==> src/rtl/uart_pkg.sv <==
// uart_pkg -- shared constants for the UART frame parser and its bench.
//   state_t      : parser FSM encoding
//   ERR_*        : err_code values reported with frame_err
//   SOF_DEFAULT  : default start-of-frame byte
package uart_pkg;

    typedef enum logic [2:0] {
        ST_IDLE    = 3'd0,
        ST_GET_LEN = 3'd1,
        ST_GET_PL  = 3'd2,
        ST_GET_CHK = 3'd3,
        ST_SEND    = 3'd4
    } state_t;

    localparam logic [1:0] ERR_LEN     = 2'd1;
    localparam logic [1:0] ERR_CHK     = 2'd2;
    localparam logic [1:0] ERR_TIMEOUT = 2'd3;

    localparam logic [7:0] SOF_DEFAULT = 8'hA5;

endpackage

==> src/rtl/frame_buf.sv <==
// frame_buf -- payload store for one frame: DEPTH x 8 bits,
// synchronous write, asynchronous read. Contents are not reset.
//   clk      : write clock
//   wr_en    : write strobe
//   wr_addr  : write address
//   wr_data  : write byte
//   rd_addr  : read address
//   rd_data  : byte at rd_addr (combinational)
module frame_buf #(
    parameter int DEPTH = 16,
    parameter int AW    = (DEPTH > 1) ? $clog2(DEPTH) : 1
) (
    input  logic          clk,
    input  logic          wr_en,
    input  logic [AW-1:0] wr_addr,
    input  logic [7:0]    wr_data,
    input  logic [AW-1:0] rd_addr,
    output logic [7:0]    rd_data
);

    logic [7:0] mem [DEPTH];

    always_ff @(posedge clk) begin
        if (wr_en) mem[wr_addr] <= wr_data;
    end

    assign rd_data = mem[rd_addr];

endmodule

==> src/rtl/uart_frame_parser.sv <==
// uart_frame_parser -- parses SOF, LEN, payload[LEN], CHK frames from a
// byte-strobe UART receiver, checks CHK = XOR(LEN, payload), and replays
// accepted payloads over a valid/ready stream.
//   clk, rst          : clock, async active-high reset
//   rx_done_tick      : received byte strobe
//   rx_data           : received byte
//   pl_valid/pl_data  : payload stream out
//   pl_last           : final payload byte of the frame
//   pl_ready          : consumer accept
//   frame_ok          : pulse, frame accepted and queued
//   frame_err         : pulse, frame discarded, cause in err_code
//   err_code          : 1=bad length, 2=checksum, 3=timeout (held)
//   busy              : FSM not idle
module uart_frame_parser
    import uart_pkg::*;
#(
    parameter int         MAX_LEN     = 16,
    parameter logic [7:0] SOF         = SOF_DEFAULT,
    parameter int         TIMEOUT_CYC = 52160
) (
    input  logic       clk,
    input  logic       rst,
    input  logic       rx_done_tick,
    input  logic [7:0] rx_data,
    output logic       pl_valid,
    output logic [7:0] pl_data,
    output logic       pl_last,
    input  logic       pl_ready,
    output logic       frame_ok,
    output logic       frame_err,
    output logic [1:0] err_code,
    output logic       busy
);

    // LW holds 0..MAX_LEN so the write index can step one past the last byte.
    localparam int LW = $clog2(MAX_LEN + 1);
    localparam int AW = (MAX_LEN > 1) ? $clog2(MAX_LEN) : 1;
    localparam int IW = (TIMEOUT_CYC > 1) ? $clog2(TIMEOUT_CYC) : 1;
    localparam logic [IW-1:0] TERM = IW'(TIMEOUT_CYC - 1);

    state_t          state, state_nxt;
    logic [LW-1:0]   len, idx, rd_idx;
    logic [7:0]      chk;
    logic [IW-1:0]   idle_cnt;
    logic [7:0]      buf_q;

    logic            ld_len, wr_en, ok_set, err_set, cnt_clr, cnt_inc, rd_adv;
    logic [1:0]      err_cause;

    frame_buf #(.DEPTH(MAX_LEN), .AW(AW)) u_buf (
        .clk     (clk),
        .wr_en   (wr_en),
        .wr_addr (idx[AW-1:0]),
        .wr_data (rx_data),
        .rd_addr (rd_idx[AW-1:0]),
        .rd_data (buf_q)
    );

    assign pl_valid = (state == ST_SEND);
    // Gate the read port so pl_data is 0 outside SEND (the buffer is never reset).
    assign pl_data  = pl_valid ? buf_q : 8'h00;
    assign pl_last  = pl_valid && (rd_idx == len - LW'(1));
    assign busy     = (state != ST_IDLE);

    always_ff @(posedge clk or posedge rst) begin
        if (rst) state <= ST_IDLE;
        else     state <= state_nxt;
    end

    always_comb begin
        state_nxt = state;
        ld_len    = 1'b0;
        wr_en     = 1'b0;
        ok_set    = 1'b0;
        err_set   = 1'b0;
        err_cause = err_code;
        cnt_clr   = 1'b0;
        cnt_inc   = 1'b0;
        rd_adv    = 1'b0;
        unique case (state)
            ST_IDLE: begin
                cnt_clr = 1'b1;
                if (rx_done_tick && rx_data == SOF) state_nxt = ST_GET_LEN;
            end
            ST_GET_LEN, ST_GET_PL, ST_GET_CHK: begin
                // A byte arriving on the terminal count wins over the timeout.
                if (rx_done_tick) begin
                    cnt_clr = 1'b1;
                    if (state == ST_GET_LEN) begin
                        if (rx_data == 8'h00 || int'(rx_data) > MAX_LEN) begin
                            err_set   = 1'b1;
                            err_cause = ERR_LEN;
                            state_nxt = ST_IDLE;
                        end else begin
                            ld_len    = 1'b1;
                            state_nxt = ST_GET_PL;
                        end
                    end else if (state == ST_GET_PL) begin
                        wr_en = 1'b1;
                        if (idx == len - LW'(1)) state_nxt = ST_GET_CHK;
                    end else begin
                        if (rx_data == chk) begin
                            ok_set    = 1'b1;
                            state_nxt = ST_SEND;
                        end else begin
                            err_set   = 1'b1;
                            err_cause = ERR_CHK;
                            state_nxt = ST_IDLE;
                        end
                    end
                end else if (idle_cnt == TERM) begin
                    err_set   = 1'b1;
                    err_cause = ERR_TIMEOUT;
                    state_nxt = ST_IDLE;
                end else begin
                    cnt_inc = 1'b1;
                end
            end
            ST_SEND: begin
                // Incoming bytes are ignored here; only one frame is held.
                cnt_clr = 1'b1;
                if (pl_ready) begin
                    rd_adv = 1'b1;
                    if (pl_last) state_nxt = ST_IDLE;
                end
            end
            default: state_nxt = ST_IDLE;
        endcase
    end

    always_ff @(posedge clk or posedge rst) begin
        if (rst) begin
            len       <= '0;
            idx       <= '0;
            rd_idx    <= '0;
            chk       <= 8'h00;
            idle_cnt  <= '0;
            err_code  <= 2'd0;
            frame_ok  <= 1'b0;
            frame_err <= 1'b0;
        end else begin
            frame_ok  <= ok_set;
            frame_err <= err_set;
            if (err_set) err_code <= err_cause;

            if (ld_len) begin
                len <= rx_data[LW-1:0];
                chk <= rx_data;
                idx <= '0;
            end else if (wr_en) begin
                chk <= chk ^ rx_data;
                idx <= idx + LW'(1);
            end

            if (cnt_clr)      idle_cnt <= '0;
            else if (cnt_inc) idle_cnt <= idle_cnt + IW'(1);

            if (state != ST_SEND) rd_idx <= '0;
            else if (rd_adv)      rd_idx <= rd_idx + LW'(1);
        end
    end

endmodule

==> config.mk <==
export PLATFORM = sky130hd
export DESIGN_NAME = uart_frame_parser
export DESIGN_NICKNAME = d
export VERILOG_FILES = /design/src/rtl/uart_pkg.sv /design/src/rtl/frame_buf.sv /design/src/rtl/uart_frame_parser.sv
export SDC_FILE = /design/constraint.sdc
export NUM_CORES = 1
export LEC_CHECK = 0
export CAP_MARGIN = 20
export CORE_MARGIN = 2
export CORE_UTILIZATION = 60
export CTS_CLUSTER_DIAMETER = 60
export DETAILED_ROUTE_END_ITERATION = 7
export GPL_ROUTABILITY_DRIVEN = 0
export PLACE_DENSITY = 0.76
export SYNTH_ARGS = -nofsm -noshare
export SYNTH_HDL_FRONTEND = slang
export SYNTH_SLANG_ARGS = --single-unit
==> constraint.sdc <==
create_clock -name clk -period 3.8 [get_ports clk]
set_input_delay 0.76 -clock clk [delete_from_list [all_inputs] [get_ports clk]]
set_output_delay 0.76 -clock clk [all_outputs]
set_load 0.02 [all_outputs]
==> run metrics, run 1 <==
Final nets 570; via count 4494; Avg WL per Cell 22.3 µm; initial antenna violation count 0; endpoints failing setup 0; Post-synth top flop edfxtp_1; crit start category flop; min-delay worst type flop to flop; mapped cell area 0.00765 mm²; Port Buffers 26; CTS tree yes; final worst setup slack 256 ps; Clock transition at path regs 60 ps; max-cap viol count 0; Synth top area share 0.502; CP Class flop to primary output; Comb pwr share 0.143; residual DRC count 0; cell count after synthesis 500; HPWL after DPL 10.6 mm; total power 4.55 mW; EDFF count, synth 128; count leader, synth edfxtp_1; Core Footprint 0.0125 mm²; WL met3 1.13 mm; Rows 41; part of the power in registers 0.494; CTS sink cnt 174; setup TNS 0 ps; total leakage power 3.04 nW; Tightest Pin Transition 823 ps; top post-synthesis cells by area edfxtp_1, dfrtp_1, mux4_2; final wirelength 16.4 mm; Clock Tree Buf Depth 2; Setup Buffers After CTS 0; Total GRT Usage 0.264; Slew Limit Fails 0; first-pass GRT wire length 25.5 mm; Pint 3.37 mW; Worst Setup End Kind primary output; Critical Path AT 2780 ps; CTS Hold Buffers Added 0; Min Hold Slack 510 ps; Gates resized, CTS repair 0; Antenna Cells 0; layout cell share with drive strength beyond 1 0.193; clock latency on the worst-skew pair 430 ps; Avg Cell Area, Syn 15.3 µm²; Synth top cells by count edfxtp_1, nor2_1, dfrtp_1, mux4_2, nand2_1; Detail Route Antenna Nets 0; placed instance area 0.00828 mm²; Slew Limit Headroom 0.447; Net Count, Synth 519; root cell of the clock tree clkbuf_16; Area Growth Syn to Fin 15.9%; Crit path required time 3040 ps; M1 WL 6.78 mm; outcome completed; DRT iter0 DRCs 407; die width 117 µm; Fin. Hold Viols 0; Seq cells post-synth 174; post-route design area 0.00887 mm²; unrepaired setup endpoints after global routing no; Non-Filler Instances 736; grt total ovfl 0; DIE AREA 0.0137 mm²; final worst-path cycle share 0.933; share of flip-flops with an asynchronous set or reset 0.264; metal2 WL 8.12 mm; Final Util 0.708; Top Layer Used met4; skew final 6.77 ps; vias in the first global route 4494; Peak Freq 282 MHz; # IOs 27; Yosys Warn Count 0; VDD IR max 0.272 mV; pre-CTS setup slack 694 ps; clock buffer count from CTS 17; Fill cells 833; Synth cell types 44; switching part of the total power 0.258; pwr/cell area 513 mW/mm²; Initial Utilization 0.611; iteration count of the initial detailed-routing pass 5; H-tree levels 4; die height 117 µm; crit path time final 3540 ps; Avg Vias per Cell 6.11; pin count of the biggest net entering global routing 47; post-synthesis sequential area ratio 0.653; area leader, netlist edfxtp_1; Psw 1.18 mW; clock power share 0.363; CP max FO 13; post-placement cell count 703
==> placed cells by master, fill, tap and decap left out, drive strengths merged, types with 5 or more instances in the layout <==
| cell type | instances |
|---|---|
| xor2 | 12 |
| buf | 33 |
| edfxtp | 128 |
| clkbuf | 18 |
| mux4 | 40 |
| ha | 7 |
| nor3b | 5 |
| nor3 | 15 |
| nand4 | 10 |
| o21ai | 5 |
| nor4 | 11 |
| nand3 | 9 |
| a311oi | 6 |
| dfrtp | 46 |
| clkinv | 9 |
| inv | 12 |
| nor2 | 47 |
| xnor2 | 32 |
| clkdlybuf4s50 | 26 |
| nor2b | 10 |
| a21oi | 9 |
| nand2 | 34 |
==> kinds of logic (layout without fill, tap and decap cells) <==
family	count (synthesis)	after routing	share of synthesized area
AOI/OAI and AO/OA	29	29	0.0255
xor gates and xnor gates	44	44	0.0504
adders and majority gates	7	7	0.0114
buffers and inverters	39	103	0.0226
DFF	174	174	0.653
muxes	45	45	0.125
and+or+nand+nor	162	162	0.113
==> critical path: stages, from the launching register on <==
cell	delay, ps
dfrtp_2	420
buf_12	180
mux4_2	560
mux4_2	470
nor2b_1	140
clkdlybuf4s50_1	580
==> path summary, 6_finish.rpt <==
kind | from | endpoint | slack, ps | depth (start not counted)
hold / removal | err_code[0]$_DFFE_PP0P_ | err_code[0]$_DFFE_PP0P_ | 510 | 1
max in group asynchronous | rst | chk[7]$_DFFE_PP0P_ | 2600 | 3
setup reg to reg | idle_cnt[12]$_DFFE_PP0P_ | err_code[1]$_DFFE_PP0P_ | 1490 | 6
min in group asynchronous | rst | err_code[1]$_DFFE_PP0P_ | 700 | 2
hold reg to reg | err_code[0]$_DFFE_PP0P_ | err_code[0]$_DFFE_PP0P_ | 510 | 1
setup / recovery | rd_idx[0]$_DFFE_PP0P_ | pl_data[1] | 260 | 5
==> final cells by class <==
class | instances | area, µm² | share of cell area
Sequential cell | 174 | 5000 | 0.563
Multi-Input combinational cell | 287 | 2490 | 0.281
Timing Repair Buffer | 59 | 566 | 0.0638
Clock buffer | 18 | 429 | 0.0484
Tap cell | 172 | 215 | 0.0243
Clock inverter | 14 | 126 | 0.0143
Inverter | 12 | 45.0 | 0.00508
==> power by group through the flow <==
stage | Sequential, mW | Combinational, mW | Clock (mW)
2_1_floorplan | 2.26 | 0.450 | 0
4_1_cts | 2.24 | 0.649 | 1.66
5_1_grt | 2.26 | 0.726 | 1.74
3_5_place_dp | 2.28 | 0.640 | 0
6_report | 2.25 | 0.652 | 1.65
3_3_place_gp | 2.27 | 0.619 | 0
==> layer usage <==
metal	vias up	track usage
li1	1995	-
met1	2287	0.369
met2	187	0.413
met3	25	0.0556
met4	0	0.105
met5	-	0
==> sequential cells by signal, summed over array words and instances, names as in the netlist <==
register	count
state	3
idx	5
frame_err	1
frame_ok	1
len	5
rd_idx	5
chk	8
err_code	2
idle_cnt	16
u_buf.mem	128
Power figures use the tool's default switching activity.
==> inputs of run 2 (changes only) <==
- CTS_BUF_LIST: default -> sky130_fd_sc_hd__clkbuf_4 sky130_fd_sc_hd__clkbuf_8
==> run metrics, run 2 (same netlist as run 1, synthesis figures left out) <==
Comb pwr share 0.158; layout cell share with drive strength beyond 1 0.195; CP max FO 13; pin count of the biggest net entering global routing 47; HP Start err_code[0]$_DFFE_PP0P_; Clock Tree Buf Depth 2; Psw 1.09 mW; Worst Setup End Kind primary output; worst r2r src idle_cnt[12]$_DFFE_PP0P_; die height 117 µm; part of the power in registers 0.549; CP Class flop to primary output; Reg with most FFs u_buf.mem; Initial Utilization 0.611; hold path endpoint err_code[0]$_DFFE_PP0P_; CTS tree yes; Total GRT Usage 0.254; setup slack, reg-to-reg 1500 ps; Critical Path Max Stage Delay 570 ps; Fin. Hold Viols 0; endpoints failing setup 0; outcome completed; Avg Vias per Cell 6.02; crit path time final 3550 ps; Tightest Pin Transition 805 ps; grt total ovfl 0; root cell of the clock tree clkbuf_8; vias in the first global route 4370; final wirelength 15.7 mm; clock latency on the worst-skew pair 450 ps; Crit path required time 3040 ps; Clock transition at path regs 80 ps; total power 4.09 mW; residual DRC count 0; DIE AREA 0.0137 mm²; skew final 8.45 ps; die width 117 µm; H-tree levels 4; Core Footprint 0.0125 mm²; cell depth of the worst hold path 1; Rows 41; max reg flops 128; CP Cell Sequence buf_12 -> mux4_2 -> mux4_2 -> nor2b_1 -> clkdlybuf4s50_1; Slew Limit Fails 0; Antenna Cells 0; clock buffer count from CTS 17; Min Hold Slack 506 ps; setup TNS 0 ps; Avg WL per Cell 21.3 µm; crit start category flop; Peak Freq 281 MHz; Pint 2.99 mW; commonest non-fill, non-tap cell in the layout edfxtp_1; Gates resized, CTS repair 0; clock power share 0.293; Port Buffers 26; Crit path top cell by count mux4_2; Final Util 0.693; min-delay worst type flop to flop; final worst-path cycle share 0.936; post-route design area 0.00868 mm²; VDD IR max 0.202 mV; biggest regs u_buf.mem (128), idle_cnt (16), chk (8); Critical Path AT 2790 ps; Area Growth Syn to Fin 13.4%; Worst path slowest cell clkdlybuf4s50_1; pwr/cell area 471 mW/mm²; Slew Limit Headroom 0.459; # IOs 27; CTS sink cnt 174; reg-to-reg critical path endpoint err_code[1]$_DFFE_PP0P_; Detail Route Antenna Nets 0; CTS Hold Buffers Added 0; first-pass GRT wire length 24.7 mm; max-cap viol count 0; total leakage power 2.96 nW; Final nets 570; unrepaired setup endpoints after global routing no; via count 4431; DRT iter0 DRCs 422; iteration count of the initial detailed-routing pass 5; leading cell types in the layout, fill and taps excluded edfxtp_1, nor2_1, dfrtp_1; Fill cells 864; Setup Buffers After CTS 0; HPWL after DPL 10.6 mm; initial antenna violation count 0; cells on worst reg2reg path 6; switching part of the total power 0.267; placed instance area 0.00828 mm²
## run 2: cell types whose count changed in the layout (fill, tap and decap cells not counted)
cell and change:
clkbuf_1 -1, clkbuf_16 -17, clkbuf_8 +17, clkbuf_4 +1
## run 2: stage by stage
step,setup WS (ps),cells
finish,245,736
global route,88.0,736
CTS,196,735
detailed placement,694,703
global placement,726,703
floorplan,1020,500
## run 2: worst max-delay path by stage
stage,startpoint,end,slack (ps),cells past startpoint
5_1_grt,len[0]$_DFFE_PP0P_,pl_last,90,7
2_1_floorplan,rd_idx[0]$_DFFE_PP0P_,pl_data[7],1020,5
3_5_place_dp,rx_data[7],err_code[1]$_DFFE_PP0P_,690,5
3_3_place_gp,rd_idx[0]$_DFFE_PP0P_,pl_data[1],730,5
6_report,rd_idx[0]$_DFFE_PP0P_,pl_data[3],250,5
4_1_cts,rd_idx[0]$_DFFE_PP0P_,pl_data[1],200,5
## run 2: power groups by stage
stage          clock (mW)  sequential (mW)  combinational (mW)
2_1_floorplan           0             2.26               0.450
3_3_place_gp            0             2.27               0.619
3_5_place_dp            0             2.28               0.640
4_1_cts              1.22             2.24               0.643
5_1_grt              1.30             2.26               0.722
6_report             1.20             2.24               0.644
## run 2: metal layers
| layer | GRT usage | routed length [µm] | vias up |
|---|---|---|---|
| met3 | 0.0731 | 1090 | 17 |
| met4 | 0.0745 | 262 | 0 |
| li1 | - | - | 1989 |
| met1 | 0.355 | 6630 | 2247 |
| met5 | 0 | 0 | - |
| met2 | 0.395 | 7690 | 178 |
## run 2: final cells by class
cell class | count | area (µm²) | area share
well taps | 172 | 215 | 0.0248
clock inverters | 14 | 126 | 0.0146
repair buffers | 59 | 566 | 0.0652
inverters | 12 | 45.0 | 0.00519
clock buffers | 18 | 241 | 0.0278
multi-input cells | 287 | 2490 | 0.287
flip-flops and latches | 174 | 5000 | 0.576
## run 2: critical path: cells and delay by family, from the launching register on
family	cells	cell delay (ps)
buffers and inverters	2	750
flip-flops	1	430
multiplexers	2	1010
AND/OR/NAND/NOR	1	150
==> inputs of run 3 (changes only) <==
- PLACE_DENSITY: 0.76 -> 0.78
==> run metrics, run 3 (same netlist as run 1, synthesis figures left out) <==
outcome completed; CTS sink cnt 174; Tightest Pin Transition 855 ps; Non-Filler Instances 737; root cell of the clock tree clkbuf_8; skew final 14.0 ps; Reg with most FFs u_buf.mem; # IOs 27; Peak Freq 274 MHz; Port Buffers 26; pin count of the biggest net entering global routing 47; Crit path required time 3040 ps; Avg WL per Cell 21.5 µm; endpoints failing setup 0; CP max FO 11; max reg flops 128; CP endpoint pl_data[7]; H-tree levels 4; unrepaired setup endpoints after global routing no; total power 4.26 mW; WP buf/inv 2; commonest non-fill, non-tap cell in the layout edfxtp_1; VDD IR max 0.208 mV; CP Cell Sequence buf_12 -> mux4_2 -> mux4_2 -> nor2b_1 -> clkdlybuf4s50_1; Crit path top cell by count mux4_2; Antenna Cells 0; clock buffer count from CTS 17; Levels on crit path 5; placed instance area 0.00827 mm²; DIE AREA 0.0137 mm²; Slew Limit Fails 0; Critical Path Max Stage Delay 560 ps; Final nets 571; Crit. Startpoint rd_idx[0]$_DFFE_PP0P_; grt total ovfl 0; pwr/cell area 487 mW/mm²; reg-to-reg critical path endpoint err_code[1]$_DFFE_PP0P_; Worst Setup End Kind primary output; first-pass GRT wire length 24.5 mm; total leakage power 2.99 nW; max-cap viol count 0; crit path time final 3650 ps; Rows 41; Total GRT Usage 0.252; CTS tree yes; via count 4453; Core Footprint 0.0125 mm²; final wirelength 15.9 mm; iteration count of the initial detailed-routing pass 7; CP Class flop to primary output; DRT iter0 DRCs 385; die width 117 µm; biggest regs u_buf.mem (128), idle_cnt (16), chk (8); Slew Limit Headroom 0.425; layout cell share with drive strength beyond 1 0.205; Fill cells 835; leading cell types in the layout, fill and taps excluded edfxtp_1, nor2_1, dfrtp_1; setup TNS 0 ps; Worst path top cell family by delay multiplexers; cells on worst reg2reg path 6; Worst path slowest cell clkdlybuf4s50_1; vias in the first global route 4408; post-route design area 0.00875 mm²; clock latency on the worst-skew pair 450 ps; initial antenna violation count 0; HPWL after DPL 10.5 mm; Detail Route Antenna Nets 0; Critical Path AT 2890 ps; post-placement cell count 701; Clock transition at path regs 90 ps; Clock Tree Buf Depth 2; setup slack, reg-to-reg 1520 ps; crit start category flop; Avg Vias per Cell 6.04; Initial Utilization 0.611; Fin. Hold Viols 0; worst r2r src idle_cnt[12]$_DFFE_PP0P_; min-delay worst type flop to flop; residual DRC count 0; die height 117 µm; Area Growth Syn to Fin 14.4%; final worst-path cycle share 0.960
[run 3: changes by cell type in the layout (fill, tap and decap cells not counted), sizes merged]
cell,before,now
bufinv,2,4
clkinv,9,2
clkinvlp,3,4
buf,33,34
clkbuf,18,22
[run 3: final cells by class]
| type | instances | area (µm²) | share of cell area |
|---|---|---|---|
| sequential | 174 | 5000 | 0.571 |
| clock inverter | 10 | 164 | 0.0187 |
| inverter | 12 | 45.0 | 0.00515 |
| multi-input combinational | 287 | 2490 | 0.285 |
| tap | 172 | 215 | 0.0246 |
| clock buffer | 22 | 272 | 0.0310 |
| timing repair buffer | 60 | 566 | 0.0646 |
[run 3: routing by layer]
metal	global-route usage	part of all wire	vias to the layer above
met2	0.430	0.51	173
met1	0.320	0.40	2259
li1	-	-	1997
met3	0.0639	0.067	24
met4	0.0839	0.020	0
met5	0	0	-
[run 3: where the power goes]
group | switching (mW) | leakage [nW] | internal, mW | total (mW)
registers | 0.113 | 1.76 | 2.13 | 2.24
clock network | 0.618 | 0.210 | 0.752 | 1.37
logic | 0.355 | 1.02 | 0.290 | 0.645
[run 3: through the flow]
step | hold WS (ps) | setup WS, ps | util
finish | 495 | 152 | 0.699
global route | 519 | 29.9 | 0.699
CTS | 498 | 90.2 | 0.697
detailed placement | 479 | 457 | 0.661
global placement | 471 | 500 | 0.661
floorplan | 471 | 1020 | -
[run 3: worst min-delay path by stage]
stage | startpoint | end | cells after the start
3_5_place_dp | err_code[0]$_DFFE_PP0P_ | err_code[0]$_DFFE_PP0P_ | 1
5_1_grt | err_code[0]$_DFFE_PP0P_ | err_code[0]$_DFFE_PP0P_ | 1
3_3_place_gp | err_code[0]$_DFFE_PP0P_ | err_code[0]$_DFFE_PP0P_ | 1
6_report | err_code[0]$_DFFE_PP0P_ | err_code[0]$_DFFE_PP0P_ | 1
2_1_floorplan | chk[6]$_DFFE_PP0P_ | chk[6]$_DFFE_PP0P_ | 1
4_1_cts | err_code[0]$_DFFE_PP0P_ | err_code[0]$_DFFE_PP0P_ | 1
[run 3: what timing repair did]
item                       CTS  global route
setup endpoints to repair    8             0
hold buffers                 0             0
setup buffers                3             0
gates resized for setup      1             0
